==> config.mk <==
export PLATFORM = sky130hd
export DESIGN_NAME = iserdes_word_aligner_10b
export DESIGN_NICKNAME = d
export VERILOG_FILES = /design/src/rtl/cmlk_rx_pkg.sv /design/src/rtl/cmlk_word_window.sv /design/src/rtl/iserdes_word_aligner_10b.sv
export SDC_FILE = /design/constraint.sdc
export NUM_CORES = 1
export LEC_CHECK = 0
export CAP_MARGIN = 20
export CORE_AREA = 2 2 114 105
export CTS_CLUSTER_SIZE = 10
export DETAILED_ROUTE_END_ITERATION = 7
export DIE_AREA = 0 0 116 107
export SKIP_LAST_GASP = 1
export SLEW_MARGIN = 20
export SYNTH_ARGS = -nofsm -noshare
export SYNTH_HDL_FRONTEND = slang
export SYNTH_SLANG_ARGS = --single-unit
export TNS_END_PERCENT = 30
==> constraint.sdc <==
create_clock -name clk -period 4.18 [get_ports clk]
set_clock_uncertainty 0.1 [all_clocks]
set_input_delay 0.418 -clock clk [delete_from_list [all_inputs] [get_ports clk]]
set_output_delay 0.418 -clock clk [all_outputs]
set_load 0.005 [all_outputs]
==> src/rtl/cmlk_rx_pkg.sv <==
// Shared types and constants for the Camera Link receive word aligner.
// Latency: n/a (declarations only). Backpressure: n/a.
// Contents: word/offset widths, alignment FSM state enum, offset wrap helper.
package cmlk_rx_pkg;

  localparam int WORD_W = 10;
  localparam int OFS_W  = 4;
  localparam logic [OFS_W-1:0] OFS_MAX = 4'd9;

  typedef enum logic [1:0] {
    IDLE,
    SEARCH,
    VERIFY,
    LOCKED
  } state_e;

  // Next bit offset to try; wraps 9 -> 0 so the offset never leaves 0..9.
  function automatic logic [OFS_W-1:0] ofs_next(input logic [OFS_W-1:0] ofs);
    return (ofs == OFS_MAX) ? '0 : ofs + 4'd1;
  endfunction

endpackage

==> src/rtl/cmlk_word_window.sv <==
// Offset selector: picks a 10-bit candidate word out of a 20-bit two-word window.
// Latency: combinational. Backpressure: none.
// Ports: win (in 20, {newest word, previous word}), slip_ofs (in 4, 0..9), cand (out 10).
module cmlk_word_window
  import cmlk_rx_pkg::*;
(
  input  logic [2*WORD_W-1:0] win,
  input  logic [OFS_W-1:0]    slip_ofs,
  output logic [WORD_W-1:0]   cand
);

  // cand = win[slip_ofs+9 : slip_ofs]; bit0 of win is the earliest received bit.
  assign cand = WORD_W'(win >> slip_ofs);

endmodule

==> src/rtl/iserdes_word_aligner_10b.sv <==
// Word aligner behind a 1:10 deserializer: slides a bit offset until TRAIN_PATTERN matches,
// verifies LOCK_COUNT consecutive matches, then emits aligned words. Latency: 1 cycle from raw_valid.
// Backpressure: none; words are accepted whenever raw_valid=1, nothing happens on raw_valid=0.
// Ports: clk, rst_n (async active-low), align_en, train_en, raw_data[9:0], raw_valid,
//        dout[9:0], dout_valid, locked, slip_ofs[3:0]; err_cnt[15:0] only with WORD_ALIGN_ERRCNT_EN.
// Optional macro WORD_ALIGN_ERRCNT_EN: adds a saturating count of mismatches seen while locked
// with training on, cleared on entry to LOCKED.
module iserdes_word_aligner_10b
  import cmlk_rx_pkg::*;
#(
  parameter logic [9:0] TRAIN_PATTERN = 10'h3E0,
  parameter int         LOCK_COUNT    = 16,
  parameter int         UNLOCK_COUNT  = 4
)(
  input  logic        clk,
  input  logic        rst_n,
  input  logic        align_en,
  input  logic        train_en,
  input  logic [9:0]  raw_data,
  input  logic        raw_valid,
  output logic [9:0]  dout,
  output logic        dout_valid,
  output logic        locked,
  output logic [3:0]  slip_ofs
`ifdef WORD_ALIGN_ERRCNT_EN
  ,
  output logic [15:0] err_cnt
`endif
);

  localparam logic [15:0] LOCK_N   = 16'(LOCK_COUNT);
  localparam logic [15:0] UNLOCK_N = 16'(UNLOCK_COUNT);

  state_e              state_q;
  logic [WORD_W-1:0]   prev_q;
  logic [OFS_W-1:0]    ofs_q;
  logic [15:0]         match_cnt_q;
  logic [15:0]         miss_cnt_q;
  logic [WORD_W-1:0]   dout_q;
  logic                dout_valid_q;
  logic                locked_q;
`ifdef WORD_ALIGN_ERRCNT_EN
  logic [15:0]         err_cnt_q;
`endif

  logic [WORD_W-1:0]   cand;
  logic                match;
  logic [OFS_W-1:0]    ofs_d;
  logic [15:0]         match_cnt_d;
  logic [15:0]         miss_cnt_d;
  logic                lock_hit;
  logic                drop_hit;

  cmlk_word_window u_window (
    .win      ({raw_data, prev_q}),
    .slip_ofs (ofs_q),
    .cand     (cand)
  );

  assign match       = (cand == TRAIN_PATTERN);
  assign ofs_d       = ofs_next(ofs_q);
  assign match_cnt_d = match_cnt_q + 16'd1;
  assign miss_cnt_d  = miss_cnt_q + 16'd1;

  // match_cnt_q is always 0 in SEARCH, so one compare covers both the
  // LOCK_COUNT=1 shortcut from SEARCH and the normal end of VERIFY.
  assign lock_hit = match && ((state_q == SEARCH) || (state_q == VERIFY)) &&
                    (match_cnt_d == LOCK_N);
  assign drop_hit = (state_q == LOCKED) && train_en && !match && (miss_cnt_d == UNLOCK_N);

  always_ff @(posedge clk or negedge rst_n) begin
    if (!rst_n) begin
      state_q      <= IDLE;
      prev_q       <= '0;
      ofs_q        <= '0;
      match_cnt_q  <= '0;
      miss_cnt_q   <= '0;
      dout_q       <= '0;
      dout_valid_q <= 1'b0;
      locked_q     <= 1'b0;
`ifdef WORD_ALIGN_ERRCNT_EN
      err_cnt_q    <= '0;
`endif
    end else if (!align_en) begin
      // Offset is kept so a later re-enable resumes from the last known boundary.
      state_q      <= IDLE;
      prev_q       <= '0;
      match_cnt_q  <= '0;
      miss_cnt_q   <= '0;
      dout_q       <= '0;
      dout_valid_q <= 1'b0;
      locked_q     <= 1'b0;
    end else if (state_q == IDLE) begin
      // prev_q stays 0 here so the first searched word sees an all-zero history.
      state_q      <= SEARCH;
      dout_valid_q <= 1'b0;
    end else begin
      // The word that drops lock is not forwarded.
      dout_valid_q <= raw_valid && (state_q == LOCKED) && !drop_hit;
      if (raw_valid) begin
        prev_q <= raw_data;
        dout_q <= cand;
        if (lock_hit) begin
          state_q     <= LOCKED;
          locked_q    <= 1'b1;
          match_cnt_q <= '0;
          miss_cnt_q  <= '0;
`ifdef WORD_ALIGN_ERRCNT_EN
          err_cnt_q   <= '0;
`endif
        end else begin
          case (state_q)
            SEARCH: begin
              if (match) begin
                state_q     <= VERIFY;
                match_cnt_q <= match_cnt_d;
              end else begin
                ofs_q <= ofs_d;
              end
            end
            VERIFY: begin
              if (match) begin
                match_cnt_q <= match_cnt_d;
              end else begin
                state_q     <= SEARCH;
                match_cnt_q <= '0;
                ofs_q       <= ofs_d;
              end
            end
            LOCKED: begin
              if (train_en && !match) begin
`ifdef WORD_ALIGN_ERRCNT_EN
                if (err_cnt_q != 16'hFFFF) err_cnt_q <= err_cnt_q + 16'd1;
`endif
                if (drop_hit) begin
                  // Offset is kept: the link most likely took a burst error, not a slip.
                  state_q    <= SEARCH;
                  locked_q   <= 1'b0;
                  miss_cnt_q <= '0;
                end else begin
                  miss_cnt_q <= miss_cnt_d;
                end
              end else begin
                miss_cnt_q <= '0;
              end
            end
            default: ;
          endcase
        end
      end
    end
  end

  assign dout       = dout_q;
  assign dout_valid = dout_valid_q;
  assign locked     = locked_q;
  assign slip_ofs   = ofs_q;
`ifdef WORD_ALIGN_ERRCNT_EN
  assign err_cnt    = err_cnt_q;
`endif

endmodule

# == After elaboration in Yosys (flattened, before gate mapping) ==
# Cells that the tools add are included.
# classes
addsub,3
muxes,39
n_reduce_logical,19
n_eq_ne,20
shifts,1
n_bitwise,3
# ops
cell,count
16-bit 2-to-1 mux,13
10-bit 2-to-1 mux,6
16-bit by 1-bit adder with 16-bit output (second input constant),2
16-bit case mux with 2 select lines,1
20-bit by 4-bit >> shifter with 10-bit output,1
16-bit by 3-bit == test with 1-bit output (second input constant),1
16-bit by 5-bit == test with 1-bit output (second input constant),1
2-bit 2-to-1 mux,8
5-bit by 4-bit != test with 1-bit output (second input constant),3
3-bit by 1-bit != test with 1-bit output (second input constant),4
6-bit AND reduction,2
10-bit == test (second input constant),1
1-bit 2-to-1 mux,9
1-bit logical AND,8
6-bit by 1-bit != test with 1-bit output (second input constant),1
2-bit case mux with 3 select lines,1
5-bit by 3-bit != test with 1-bit output (second input constant),1
5-bit AND reduction,1
4-bit by 1-bit adder with 4-bit output (second input constant),1
2-bit == test (second input constant),2
4-bit == test (second input constant),1
4-bit 2-to-1 mux,1
4-bit by 1-bit != test with 1-bit output (second input constant),1
4-bit != test (second input constant),1
11 further kinds,14
# totals
word_cells,93
register_bits,60
out_inout_bits,16
in_bits,15

# == Logic depth before layout (Yosys ltp) ==
# depth
depth_word,12
mapped_depth,14

# == Hierarchy ==
# Synthesis repeated with hierarchy kept, for this count alone.
# hier_totals
cells_unflattened,465
area_unflattened_um2,4553.1
# modules_own_cells
mod,area_each_um2,n_inst,seq_area_each_um2,cells_each
iserdes_word_aligner_10b,3619.7,1,1501.4,390
cmlk_word_window,933.4,1,0.0,75

# == Worst setup path after synthesis ==
# Ideal clock, no wire load.
# synth_path
path_kind,register to register
startpoint,"register ofs_q[1], in the netlist slip_ofs[1]"
endpoint,register match_cnt_q[0]
n_path_buf,4
path_stages_with_launch,12
period_less_slack_ns,3.225
arrival_ns,3.000
required_ns,3.955
path_slack_ns,0.955
path_cell_list,dfrtp_1 buf_6 mux4_2 mux2_2 or3_1 a211o_1 or2_1 buf_6 o211a_1 buf_6 buf_6 mux2_2
# synth_via
elab_chain_cells,8
# synth_rtl
item,line_no,rtl
"start, declared",iserdes_word_aligner_10b.sv:36,logic [OFS_W-1:0] ofs_q;
"start signal, assigned",iserdes_word_aligner_10b.sv:118,ofs_q <= ofs_d;
"start signal, assigned",iserdes_word_aligner_10b.sv:127,ofs_q <= ofs_d;
20-bit by 4-bit >> shifter with 10-bit output *,cmlk_word_window.sv:13,assign cand = WORD_W'(win >> slip_ofs);
10-bit == test *,iserdes_word_aligner_10b.sv:60,assign match = (cand == TRAIN_PATTERN);
16-bit 2-to-1 mux or 1-bit logical AND (tied branches),"iserdes_word_aligner_10b.sv:122, iserdes_word_aligner_10b.sv:67",
16-bit case mux with 2 select lines or 1-bit logical AND (tied branches),"iserdes_word_aligner_10b.sv:112, iserdes_word_aligner_10b.sv:67",
16-bit 2-to-1 mux,iserdes_word_aligner_10b.sv:103,if (lock_hit) begin
16-bit 2-to-1 mux,iserdes_word_aligner_10b.sv:100,if (raw_valid) begin
16-bit 2-to-1 mux,iserdes_word_aligner_10b.sv:93,end else if (state_q == IDLE) begin
16-bit 2-to-1 mux,iserdes_word_aligner_10b.sv:84,end else if (!align_en) begin
"end signal, assigned",iserdes_word_aligner_10b.sv:116,match_cnt_q <= match_cnt_d;
"end signal, assigned",iserdes_word_aligner_10b.sv:123,match_cnt_q <= match_cnt_d;
"end, declared",iserdes_word_aligner_10b.sv:37,logic [15:0] match_cnt_q;
# Every way passes the cells marked *; elsewhere a longest branch is shown, timed or not. The select of a mux whose other input is x is not followed.
# A chain may end at the register's enable or synchronous reset.

# == Worst setup path after layout ==
# layout_path
startpoint,"register ofs_q[1], in the netlist slip_ofs[1]"
endpoint,register match_cnt_q[3]
# The elaborated chain is that of the path after synthesis.

==> flow_summary_export.csv <==
group,metric,value,unit
power,power_frac_seq,0.285,
detailed_routing,drt-initial-drc-count,339,
cells_and_area,design_area,5120,sq um
placement,gp_congestion,0.931,
clock_network,cts_made_buffers,9,
status,outcome,"completed",
placement,place_area,4780,sq um
power,p_comb_frac,0.394,
synthesis,yosys_register_bits,60,
synthesis,ys_seq_area_frac,0.341,
detailed_routing,wl,11100,um
worst_setup_path,rr_startpoint,"slip_ofs[1]",
grt,antenna_found_initial,0,
clock_network,clk_path_buf_depth,2,
synthesis,synth_edf_count,0,
timing,finalSetupViolCount,0,
cells_and_area,postLayoutCoreUtil,0.457,
clock_network,clk_latency,0.34,ns
cells_and_area,drive_gt1_frac,0.116,
synthesis,synth_cell_types,57,
grt,grt_pass1_vias,3588,
power,switching_share,0.346,
synthesis,synth_area,4400,sq um
timing,hold_viol_final,0,
timing,drv_slew,0,
synthesis,synth_flop_cell,"dfrtp_1",
cells_and_area,num_antenna_cells,0,
timing,layout_min_cycle_time,4.01,ns
die,fp-row-count,37,
power,switching_power,0.000930,W
worst_setup_path,crit_path_end_kind,"flip-flop",
grt,grt_max_degree,41,
worst_setup_path,arrival,4.13,ns
detailed_routing,vias,3866,
worst_setup_path,crit_start,"slip_ofs[1]",
timing,fin_crit_sh,0.960,
placement,post-dp-hpwl,7670,um
clock_network,post_cts_buffers,0,
die,io_pins,31,
clock_network,cts.sinks,60,
synthesis,postSynthAreaPerCell,9.15,sq um
detailed_routing,drc,0,
die,die_area,12400,sq um
timing,slew_headroom,0.388,
timing,worst_slew_pin_slew,0.918,ns
cells_and_area,area_growth,16.3,%
synthesis,synthArstFlopShare,1.00,
clock_network,cts-resized-gates,0,
clock_network,clkTransAtPathRegs,0.06,ns
die,fp.dieW,116,um
detailed_routing,viasPerCell,5.90,
detailed_routing,firstDrtPassIters,5,
synthesis,netlist_instances,481,
worst_setup_path,start_kind,"flip-flop",
worst_setup_path,path_max_fanout,28,
die,coreArea,11200,sq um
power,p_leak,2.00,nW
clock_network,ctsHoldBuffers,0,
min_path,min_path_type,"input port to async pin",
clock_network,clock-root-buffer,"clkbuf_16",
grt,grtUsageTotal,0.190,
timing,rsz0062_at_grt,"yes",
grt,grt_pass1_wl,18600,um
power,clkPwrFrac,0.321,
power,total_power,0.00269,W
synthesis,yosysWarnings,0,
run,drv_cap,0,
worst_setup_path,cp.required,4.30,ns
cells_and_area,finalNetCount,518,
power,ir_worst_vdd,0.210,mV
clock_network,cts_tree,"built",
synthesis,syn-num-nets,505,
placement,port_buffers,30,
die,initial_core_util,0.393,
detailed_routing,ant_nets,0,
worst_setup_path,crit_type,"flip-flop to flip-flop",
die,die_y,107,um
timing,max_freq,249,MHz
power,p_int,0.00176,W
detailed_routing,wire_per_inst,17.0,um
power,power.density,525,nW/um^2
clock_network,htree_levels,3,
grt,grt.overflow.total,0,
-- metrics by stage --
step	cells	hold slack, ns	TNS, ns	setup slack, ns
2_1_floorplan	481	0.0224	0	0.955
3_3_place_gp	639	0.397	0	0.242
3_5_place_dp	639	0.413	0	0.122
4_1_cts	655	0.149	0	0.174
5_1_grt	655	0.204	-0.0185	-0.0185
6_report	655	0.107	0	0.166
-- power by group through the flow --
stage               sequential, W  combinational [W]  clock, W
floorplan                0.000713           0.000796         0
global placement         0.000767            0.00105         0
detailed placement       0.000774            0.00105         0
CTS                      0.000765            0.00106  0.000871
global route             0.000782            0.00115  0.000901
finish                   0.000767            0.00106  0.000862
-- synth_stat cells (7+ instances only) --
| master | number | area share |
|---|---|---|
| ha_1 | 9 | 0.026 |
| mux2i_1 | 11 | 0.025 |
| nor2b_1 | 9 | 0.013 |
| xnor2_1 | 8 | 0.016 |
| mux4_2 | 17 | 0.087 |
| clkbuf_1 | 22 | 0.019 |
| nor3_1 | 10 | 0.011 |
| o21ai_0 | 25 | 0.028 |
| nand4_1 | 10 | 0.014 |
| nand2b_1 | 7 | 0.0099 |
| inv_1 | 13 | 0.011 |
| a21oi_1 | 39 | 0.044 |
| and2_1 | 7 | 0.0099 |
| nor2_1 | 26 | 0.022 |
| nand2_1 | 60 | 0.051 |
| dfrtp_1 | 60 | 0.34 |
| nand3_1 | 17 | 0.019 |
| a31oi_1 | 26 | 0.037 |
| a22o_1 | 8 | 0.016 |
-- critical path, stage by stage (launching register included) --
cell	delay (ns)
dfrtp_1	0.72
mux4_1	0.69
mux2_2	0.32
or3_1	0.31
a211o_1	0.37
or2_1	0.35
o211a_1	0.57
a21o_1	0.29
a22o_1	0.18
-- cell usage in the layout, fill, tap and decap left out, types with 5 or more instances in the layout --
| master | count |
|---|---|
| a21oi_1 | 39 |
| a22o_1 | 8 |
| a31oi_1 | 26 |
| a41oi_1 | 6 |
| and2_1 | 7 |
| and3_1 | 6 |
| buf_4 | 9 |
| clkbuf_16 | 9 |
| clkdlybuf4s50_1 | 29 |
| dfrtp_1 | 60 |
| ha_1 | 9 |
| inv_1 | 13 |
| mux2i_1 | 11 |
| mux4_1 | 5 |
| mux4_2 | 17 |
| nand2_1 | 60 |
| nand2b_1 | 7 |
| nand3_1 | 17 |
| nand4_1 | 10 |
| nor2_1 | 26 |
| nor2b_1 | 9 |
| nor3_1 | 10 |
| o21ai_0 | 25 |
| xnor2_1 | 8 |
-- per-layer routing --
| metal | up-vias | global-route usage | part of all wire |
|---|---|---|---|
| li1 | 1847 | - | - |
| met2 | 126 | 0.274 | 0.44 |
| met5 | - | 0 | 0 |
| met1 | 1873 | 0.277 | 0.49 |
| met3 | 20 | 0.0424 | 0.056 |
| met4 | 0 | 0.0672 | 0.018 |
-- area by class of cell --
class | instances | area, sq um
tap | 156 | 195
multi-input combinational | 370 | 2650
fill | 1065 | 6080
clock buffer | 9 | 225
clock inverter | 7 | 115
inverter | 13 | 48.8
sequential | 60 | 1500
timing repair buffer | 40 | 383
-- cell families (layout without fill, tap and decap cells) --
family / after synthesis / count (layout) / share of synthesized area
multiplexers: 37 / 37 / 0.152
flip-flops: 60 / 60 / 0.341
buffers and inverters: 51 / 69 / 0.0574
adder cells (fa/ha/maj): 9 / 9 / 0.0256
XOR/XNOR: 11 / 11 / 0.0219
AND/OR/NAND/NOR: 173 / 173 / 0.195
AO/OA/AOI/OAI: 140 / 140 / 0.207
-- flip-flops by register name, summed over array words and instances (netlist names) --
signal,cells
miss_cnt_q,16
prev_q,10
state_q,2
locked,1
dout_valid,1
slip_ofs,4
match_cnt_q,16
dout,10
-- worst paths after layout --
path                       slack, ns  depth (start not counted)        endpoint
setup / recovery                0.17                          8  match_cnt_q[3]
hold / removal                  0.11                          1         dout[7]
setup reg to reg                0.17                          8  match_cnt_q[3]
hold reg to reg                 0.42                          1  miss_cnt_q[13]
max in group asynchronous       3.03                          2  match_cnt_q[2]
min in group clk                0.42                          1  miss_cnt_q[13]
No activity file was read; power rests on OpenSTA's default activity.
